### config.mk
export PLATFORM = sky130hd
export DESIGN_NAME = cmp_share_ctrl_flat
export DESIGN_NICKNAME = d
export VERILOG_FILES = /design/src/rtl/cmp_share_if.sv /design/src/rtl/cmp_share_ctrl.sv /design/src/flat_wrapper.sv
export SDC_FILE = /design/constraint.sdc
export NUM_CORES = 1
export LEC_CHECK = 0
export BUFFER_PORTS_ARGS = -buffer_cell sky130_fd_sc_hd__buf_2
export CORE_ASPECT_RATIO = 0.75
export CORE_MARGIN = 1.5
export CORE_UTILIZATION = 36
export DETAILED_ROUTE_END_ITERATION = 10
export GPL_TIMING_DRIVEN = 0
export PLACE_DENSITY = 0.82
export RECOVER_POWER = 100
export SETUP_SLACK_MARGIN = 0.05
export SLEW_MARGIN = 40
export SYNTH_ARGS = -nofsm -noshare
export SYNTH_HDL_FRONTEND = slang
export SYNTH_SLANG_ARGS = --single-unit
### constraint.sdc
create_clock -name i_clk -period 3.1 [get_ports i_clk]
set_input_delay 0.465 -clock i_clk [delete_from_list [all_inputs] [get_ports i_clk]]
set_output_delay 0.465 -clock i_clk [all_outputs]
set_load 0.05 [all_outputs]
### src/rtl/cmp_share_if.sv
// Request/response bundle between the execute-stage requesters (ALU compare
// path A, branch unit B) and the shared comparator controller.
interface cmp_share_if #(
    parameter int TAG_W = 5
);
    logic             a_req_valid;
    logic             a_req_ready;
    logic [2:0]       a_func3;
    logic [31:0]      a_rs1_data;
    logic [31:0]      a_rs2_data;
    logic [TAG_W-1:0] a_tag;
    logic             a_resp_valid;
    logic             a_resp_ready;
    logic [31:0]      a_resp_out;
    logic [TAG_W-1:0] a_resp_tag;
    logic             a_resp_illegal;

    logic             b_req_valid;
    logic             b_req_ready;
    logic [2:0]       b_func3;
    logic [31:0]      b_rs1_data;
    logic [31:0]      b_rs2_data;
    logic [TAG_W-1:0] b_tag;
    logic             b_resp_valid;
    logic             b_resp_ready;
    logic             b_resp_taken;
    logic [TAG_W-1:0] b_resp_tag;
    logic             b_resp_illegal;

    modport master (
        output a_req_valid, a_func3, a_rs1_data, a_rs2_data, a_tag, a_resp_ready,
        input  a_req_ready, a_resp_valid, a_resp_out, a_resp_tag, a_resp_illegal,
        output b_req_valid, b_func3, b_rs1_data, b_rs2_data, b_tag, b_resp_ready,
        input  b_req_ready, b_resp_valid, b_resp_taken, b_resp_tag, b_resp_illegal
    );

    modport slave (
        input  a_req_valid, a_func3, a_rs1_data, a_rs2_data, a_tag, a_resp_ready,
        output a_req_ready, a_resp_valid, a_resp_out, a_resp_tag, a_resp_illegal,
        input  b_req_valid, b_func3, b_rs1_data, b_rs2_data, b_tag, b_resp_ready,
        output b_req_ready, b_resp_valid, b_resp_taken, b_resp_tag, b_resp_illegal
    );
endinterface

### src/rtl/cmp_share_ctrl.sv
// Shared 32-bit comparator (eq / signed lt / unsigned lt) arbitrated between
// the ALU set-less-than path (A) and the branch unit (B). Each side owns a
// one-entry registered response buffer; FLUSH kills pending branch work.
module cmp_share_ctrl #(
    parameter int TAG_W      = 5,
    parameter bit FIXED_PRIO = 1'b0
) (
    input  logic       i_clk,
    input  logic       i_rst_n,
    input  logic       i_flush,
    cmp_share_if.slave bus
);
    // Response buffers and round-robin pointer (1 = B favoured on a tie)
    logic             r_a_vld, r_a_ill, r_b_vld, r_b_taken, r_b_ill, r_prio_b;
    logic [31:0]      r_a_out;
    logic [TAG_W-1:0] r_a_tag, r_b_tag;

    logic        w_a_elig, w_b_elig, w_gnt_a, w_gnt_b;
    logic [31:0] w_rs1, w_rs2;
    logic        w_eq, w_lts, w_ltu;
    logic [31:0] w_a_out;
    logic        w_a_ill, w_b_taken, w_b_ill;

    // Eligibility and single-grant arbitration; READY gated off during reset
    always_comb begin
        w_a_elig = i_rst_n & bus.a_req_valid & (~r_a_vld | bus.a_resp_ready);
        w_b_elig = i_rst_n & ~i_flush & bus.b_req_valid & (~r_b_vld | bus.b_resp_ready);
        w_gnt_b  = w_b_elig & (~w_a_elig | FIXED_PRIO | r_prio_b);
        w_gnt_a  = w_a_elig & ~w_gnt_b;
    end

    // The one shared comparator, fed from whichever side holds the grant
    always_comb begin
        w_rs1 = w_gnt_b ? bus.b_rs1_data : bus.a_rs1_data;
        w_rs2 = w_gnt_b ? bus.b_rs2_data : bus.a_rs2_data;
        w_eq  = (w_rs1 == w_rs2);
        w_lts = ($signed(w_rs1) < $signed(w_rs2));
        w_ltu = (w_rs1 < w_rs2);
    end

    // ALU result mapping: only SLT(010) and SLTU(011) are legal
    always_comb begin
        w_a_out = 32'd0;
        w_a_ill = 1'b0;
        case (bus.a_func3)
            3'b010:  w_a_out = {31'b0, w_lts};
            3'b011:  w_a_out = {31'b0, w_ltu};
            default: w_a_ill = 1'b1;
        endcase
    end

    // Branch decision mapping: 010/011 are not branch encodings
    always_comb begin
        w_b_taken = 1'b0;
        w_b_ill   = 1'b0;
        case (bus.b_func3)
            3'b000:  w_b_taken = w_eq;
            3'b001:  w_b_taken = ~w_eq;
            3'b100:  w_b_taken = w_lts;
            3'b101:  w_b_taken = ~w_lts;
            3'b110:  w_b_taken = w_ltu;
            3'b111:  w_b_taken = ~w_ltu;
            default: w_b_ill   = 1'b1;
        endcase
    end

    // Round-robin pointer moves only when somebody is actually granted
    always_ff @(posedge i_clk or negedge i_rst_n) begin
        if (!i_rst_n)     r_prio_b <= 1'b0;
        else if (w_gnt_a) r_prio_b <= 1'b1;
        else if (w_gnt_b) r_prio_b <= 1'b0;
    end

    // A buffer: refill on grant (wins over drain), else clear when consumed
    always_ff @(posedge i_clk or negedge i_rst_n) begin
        if (!i_rst_n) begin
            r_a_vld <= 1'b0;
            r_a_out <= '0;
            r_a_tag <= '0;
            r_a_ill <= 1'b0;
        end else if (w_gnt_a) begin
            r_a_vld <= 1'b1;
            r_a_out <= w_a_out;
            r_a_tag <= bus.a_tag;
            r_a_ill <= w_a_ill;
        end else if (bus.a_resp_ready) begin
            r_a_vld <= 1'b0;
        end
    end

    // B buffer: flush kills any pending decision (no grant can coincide)
    always_ff @(posedge i_clk or negedge i_rst_n) begin
        if (!i_rst_n) begin
            r_b_vld   <= 1'b0;
            r_b_taken <= 1'b0;
            r_b_tag   <= '0;
            r_b_ill   <= 1'b0;
        end else if (i_flush) begin
            r_b_vld   <= 1'b0;
        end else if (w_gnt_b) begin
            r_b_vld   <= 1'b1;
            r_b_taken <= w_b_taken;
            r_b_tag   <= bus.b_tag;
            r_b_ill   <= w_b_ill;
        end else if (bus.b_resp_ready) begin
            r_b_vld   <= 1'b0;
        end
    end

    assign bus.a_req_ready    = w_gnt_a;
    assign bus.a_resp_valid   = r_a_vld;
    assign bus.a_resp_out     = r_a_out;
    assign bus.a_resp_tag     = r_a_tag;
    assign bus.a_resp_illegal = r_a_ill;
    assign bus.b_req_ready    = w_gnt_b;
    assign bus.b_resp_valid   = r_b_vld;
    assign bus.b_resp_taken   = r_b_taken;
    assign bus.b_resp_tag     = r_b_tag;
    assign bus.b_resp_illegal = r_b_ill;
endmodule

### src/flat_wrapper.sv
// flat-port wrapper written by rule: the top's interface ports become plain ports
module cmp_share_ctrl_flat 
#(
    parameter int TAG_W      = 5,
    parameter bit FIXED_PRIO = 1'b0
)
  (i_clk, i_rst_n, i_flush, bus_a_req_valid, bus_a_func3, bus_a_rs1_data, bus_a_rs2_data, bus_a_tag, bus_a_resp_ready, bus_a_req_ready, bus_a_resp_valid, bus_a_resp_out, bus_a_resp_tag, bus_a_resp_illegal, bus_b_req_valid, bus_b_func3, bus_b_rs1_data, bus_b_rs2_data, bus_b_tag, bus_b_resp_ready, bus_b_req_ready, bus_b_resp_valid, bus_b_resp_taken, bus_b_resp_tag, bus_b_resp_illegal);
  cmp_share_if #(.TAG_W(TAG_W)) bus_i ();
  input  logic i_clk;
  input  logic i_rst_n;
  input  logic i_flush;
  input wire logic [$bits(bus_i.a_req_valid)-1:0] bus_a_req_valid;
  input wire logic [$bits(bus_i.a_func3)-1:0] bus_a_func3;
  input wire logic [$bits(bus_i.a_rs1_data)-1:0] bus_a_rs1_data;
  input wire logic [$bits(bus_i.a_rs2_data)-1:0] bus_a_rs2_data;
  input wire logic [$bits(bus_i.a_tag)-1:0] bus_a_tag;
  input wire logic [$bits(bus_i.a_resp_ready)-1:0] bus_a_resp_ready;
  output wire logic [$bits(bus_i.a_req_ready)-1:0] bus_a_req_ready;
  output wire logic [$bits(bus_i.a_resp_valid)-1:0] bus_a_resp_valid;
  output wire logic [$bits(bus_i.a_resp_out)-1:0] bus_a_resp_out;
  output wire logic [$bits(bus_i.a_resp_tag)-1:0] bus_a_resp_tag;
  output wire logic [$bits(bus_i.a_resp_illegal)-1:0] bus_a_resp_illegal;
  input wire logic [$bits(bus_i.b_req_valid)-1:0] bus_b_req_valid;
  input wire logic [$bits(bus_i.b_func3)-1:0] bus_b_func3;
  input wire logic [$bits(bus_i.b_rs1_data)-1:0] bus_b_rs1_data;
  input wire logic [$bits(bus_i.b_rs2_data)-1:0] bus_b_rs2_data;
  input wire logic [$bits(bus_i.b_tag)-1:0] bus_b_tag;
  input wire logic [$bits(bus_i.b_resp_ready)-1:0] bus_b_resp_ready;
  output wire logic [$bits(bus_i.b_req_ready)-1:0] bus_b_req_ready;
  output wire logic [$bits(bus_i.b_resp_valid)-1:0] bus_b_resp_valid;
  output wire logic [$bits(bus_i.b_resp_taken)-1:0] bus_b_resp_taken;
  output wire logic [$bits(bus_i.b_resp_tag)-1:0] bus_b_resp_tag;
  output wire logic [$bits(bus_i.b_resp_illegal)-1:0] bus_b_resp_illegal;
  assign bus_i.a_req_valid = bus_a_req_valid;
  assign bus_i.a_func3 = bus_a_func3;
  assign bus_i.a_rs1_data = bus_a_rs1_data;
  assign bus_i.a_rs2_data = bus_a_rs2_data;
  assign bus_i.a_tag = bus_a_tag;
  assign bus_i.a_resp_ready = bus_a_resp_ready;
  assign bus_a_req_ready = bus_i.a_req_ready;
  assign bus_a_resp_valid = bus_i.a_resp_valid;
  assign bus_a_resp_out = bus_i.a_resp_out;
  assign bus_a_resp_tag = bus_i.a_resp_tag;
  assign bus_a_resp_illegal = bus_i.a_resp_illegal;
  assign bus_i.b_req_valid = bus_b_req_valid;
  assign bus_i.b_func3 = bus_b_func3;
  assign bus_i.b_rs1_data = bus_b_rs1_data;
  assign bus_i.b_rs2_data = bus_b_rs2_data;
  assign bus_i.b_tag = bus_b_tag;
  assign bus_i.b_resp_ready = bus_b_resp_ready;
  assign bus_b_req_ready = bus_i.b_req_ready;
  assign bus_b_resp_valid = bus_i.b_resp_valid;
  assign bus_b_resp_taken = bus_i.b_resp_taken;
  assign bus_b_resp_tag = bus_i.b_resp_tag;
  assign bus_b_resp_illegal = bus_i.b_resp_illegal;
  cmp_share_ctrl #(.TAG_W(TAG_W), .FIXED_PRIO(FIXED_PRIO)) u_core (.i_clk(i_clk), .i_rst_n(i_rst_n), .i_flush(i_flush), .bus(bus_i));
endmodule
==> metrics.txt <==
crit path DAT=3.47 ns; EDFF count, synth=0; Final setup violation count=2; Avg Cell Area, Syn=9.242 µm²; DR vias/cell=4.838; worst setup margin=-0.2222 ns; sequential fraction of the synthesis area=17.44%; # DRC=0; pre-CTS setup slack=-0.9841 ns; Row Count=25; worst skew pair latency=0.25 ns; Ports=200; Seq cells post-synth=17; NumNets Final=659; mapped cell area=0.002440 mm²; post-synthesis cell count=264; startpoint types=register; Period minus WS final=3.322 ns; Max Freq=0.3010 GHz; Die Wd=98.06 µm; Core Area=0.006412 mm²; Sw Share=46.11%; worst vdd ir=0.0003434 V; Worst Setup SP=u_core.bus.b_resp_valid$_DFFE_PN0P_; PortBufs=168; YS warnings=0; drt initial violations=61; Routed WL=7853 µm; Layout Skew=0.002550 ns; pin count of the biggest net entering global routing=20; hpwl dp=6321 µm; cell mode on critical path=buf_12; Critical Path RT=3.25 ns; initial core utilization=38.05%; Die H=74.30 µm; clock buffer depth=2; layout cells sized above 1=61.89%; met3 WL=511 µm; first-pass GRT wire length=11520 µm; Antenna Cells=0; CTS buffer count=3; clock root cell=clkbuf_8; Pwr Density=316.5 mW/mm²; most frequent cells in the layout=buf_2, buf_4, mux2_2, conb_1, nand2_1; GRT Total Usage=19.73%; Internal Power=0.6902 mW; library cells used by synthesis=41; Clk pwr share=13.3%; period utilization=107.2%; register share of total power=22.9%; Clock Pin Slew Worst Setup and Hold Paths=0.07 ns; full die area=0.007285 mm²; setup_tns=-0.4302 ns; highest-delay cell along the critical path=dfrtp_2; Top Metal Used=met4; CP Max Fanout=8; Post-Place Cells=543; CTS tree=done; area grow syn2layout=65.85%; fin area=0.004046 mm²; combinational power share=63.8%; cell leakage power=2.048 nW; CTS Sinks=17; initial antenna violation count=0; Placed Area=0.003659 mm²; GRT overflow=0; Tot Pwr=1.281 mW; total of max-cap violations=0; delay of the slowest cell on the worst path=0.40 ns; commonest non-fill, non-tap cell in the layout=buf_2; RSZ-0062 raised after global routing=true; ANT nets after route=0; final cell count without fillers=556; reg2reg start=u_core.bus.b_resp_valid$_DFFE_PN0P_; kind of critical path=register to register; GP Congestion=0.7564; Routed WL per cell=14.12 µm; failing checks=setup timing; vias post-DR=2690; ys async rst share=100.0%; final hold vios=0; setup slack, reg-to-reg=-0.22 ns; status=complete, but fails checks; worst hold path class=input port to async pin; CP Cell Sequence=nand2b_1, nand4b_1, o21ba_4, buf_12, buf_6, buf_12, mux2i_1, ha_4, a21oi_1, nand2_1, a221oi_2, o221ai_1, a21oi_2, xnor2_1, o41ai_2; Primary FF master, synth=dfrtp_1; max-slew violations=0; M1 WL=2959 µm; met2 wire len=4284 µm; vias in the first global route=2713; DR pass1 iterations=4; # H-tree levels=1; Worst setup EP type=register; fillers=527; Psw=0.5906 mW
## cells by family (layout without fill, tap and decap cells)
logic type / count (synthesis) / after routing / share of synthesized area [%]
multiplexers: 69 / 69 / 30.21
AND/OR/NAND/NOR: 60 / 60 / 12.51
buffers and inverters: 45 / 226 / 12.15
XOR/XNOR: 3 / 3 / 1.077
other: 1 / 31 / 0.1537
AO/OA/AOI/OAI: 37 / 37 / 10.05
adder cells (fa/ha/maj): 32 / 32 / 16.41
flip-flops: 17 / 17 / 17.44
## per-stage QoR
stage,utilization [%],hold slack [ns]
after floorplan,-,0.1694
after global placement,57.05,0.4129
after detailed placement,57.05,0.4256
after CTS,60.02,0.03142
after global routing,63.10,0.03382
final,63.10,0.03003
## layout make-up
| cell class | instances | area, µm² | area share, % |
|---|---|---|---|
| multi-input cells | 232 | 2127 | 52.57 |
| repair buffers | 177 | 953.4 | 23.56 |
| flip-flops and latches | 17 | 427.9 | 10.58 |
| plain buffers | 40 | 371.6 | 9.184 |
| well taps | 81 | 101.3 | 2.505 |
| clock buffers | 3 | 41.29 | 1.020 |
| inverters | 5 | 18.77 | 0.4638 |
| clock inverters | 1 | 5.005 | 0.1237 |
## cell usage after synthesis (all sizes together), types with 2 or more instances
cell type	number	area, µm²
mux2i	32	320.3
nor4	3	18.77
nand3	6	30.03
ha	32	400.4
a21o	2	15.01
buf	40	277.8
mux2	37	416.7
xor2	2	17.52
dfrtp	17	425.4
inv	5	18.76
nand2b	2	12.51
o21ai	6	30.03
nor2	6	22.52
nand4	6	56.31
nand2	30	112.6
a21oi	17	88.84
## what timing repair did
item,in CTS,in global routing
hold buffers,0,0
setup buffers,6,1
setup endpoints to repair,2,2
cloned,0,2
pin swaps,4,10
gates resized for setup,17,23
endpoints found under the hold margin,0,0
## state kept, by name (all words and copies together) (netlist names)
name,flops
u_core.bus.a_resp_valid,1
u_core.bus.b_resp_taken,1
u_core.bus.a_resp_out,1
u_core.bus.a_resp_tag,5
u_core.r_prio_b,1
u_core.bus.b_resp_illegal,1
u_core.bus.a_resp_illegal,1
u_core.bus.b_resp_tag,5
u_core.bus.b_resp_valid,1
## path summary, 6_finish.rpt
| path | end | cells after the start |
|---|---|---|
| max | u_core.bus.a_resp_out[0]$_DFFE_PN0P_ | 15 |
| min | u_core.bus.a_resp_tag[2]$_DFFE_PN0P_ | 1 |
| max reg2reg | u_core.bus.a_resp_out[0]$_DFFE_PN0P_ | 15 |
| min reg2reg | u_core.bus.a_resp_tag[0]$_DFFE_PN0P_ | 2 |
| max in group asynchronous | u_core.bus.b_resp_valid$_DFFE_PN0P_ | 1 |
| min in group i_clk | u_core.bus.a_resp_tag[0]$_DFFE_PN0P_ | 3 |
## worst max-delay path: cells and delay by family, from the launching register on
kind	cells	cell delay [ns]
XOR/XNOR	1	0.10
multiplexers	1	0.29
flip-flops	1	0.40
adder cells (fa/ha/maj)	1	0.25
AND/OR/NAND/NOR	3	0.33
buffers and inverters	3	0.42
AO/OA/AOI/OAI	6	1.41
## power by group through the flow
| stage | combinational (mW) | clock [mW] | sequential, mW |
|---|---|---|---|
| after global placement | 0.721 | 0 | 0.294 |
| final | 0.817 | 0.170 | 0.294 |
| after global routing | 0.876 | 0.183 | 0.297 |
| after CTS | 0.775 | 0.173 | 0.293 |
| after floorplan | 0.388 | 0 | 0.440 |
| after detailed placement | 0.741 | 0 | 0.296 |
## routing by layer
layer	track usage, %	vias to the layer above
met3	2.632	12
met2	42.15	135
met4	4.921	0
li1	-	1325
met5	0	-
met1	20.49	1218
Power figures use the tool's default switching activity.
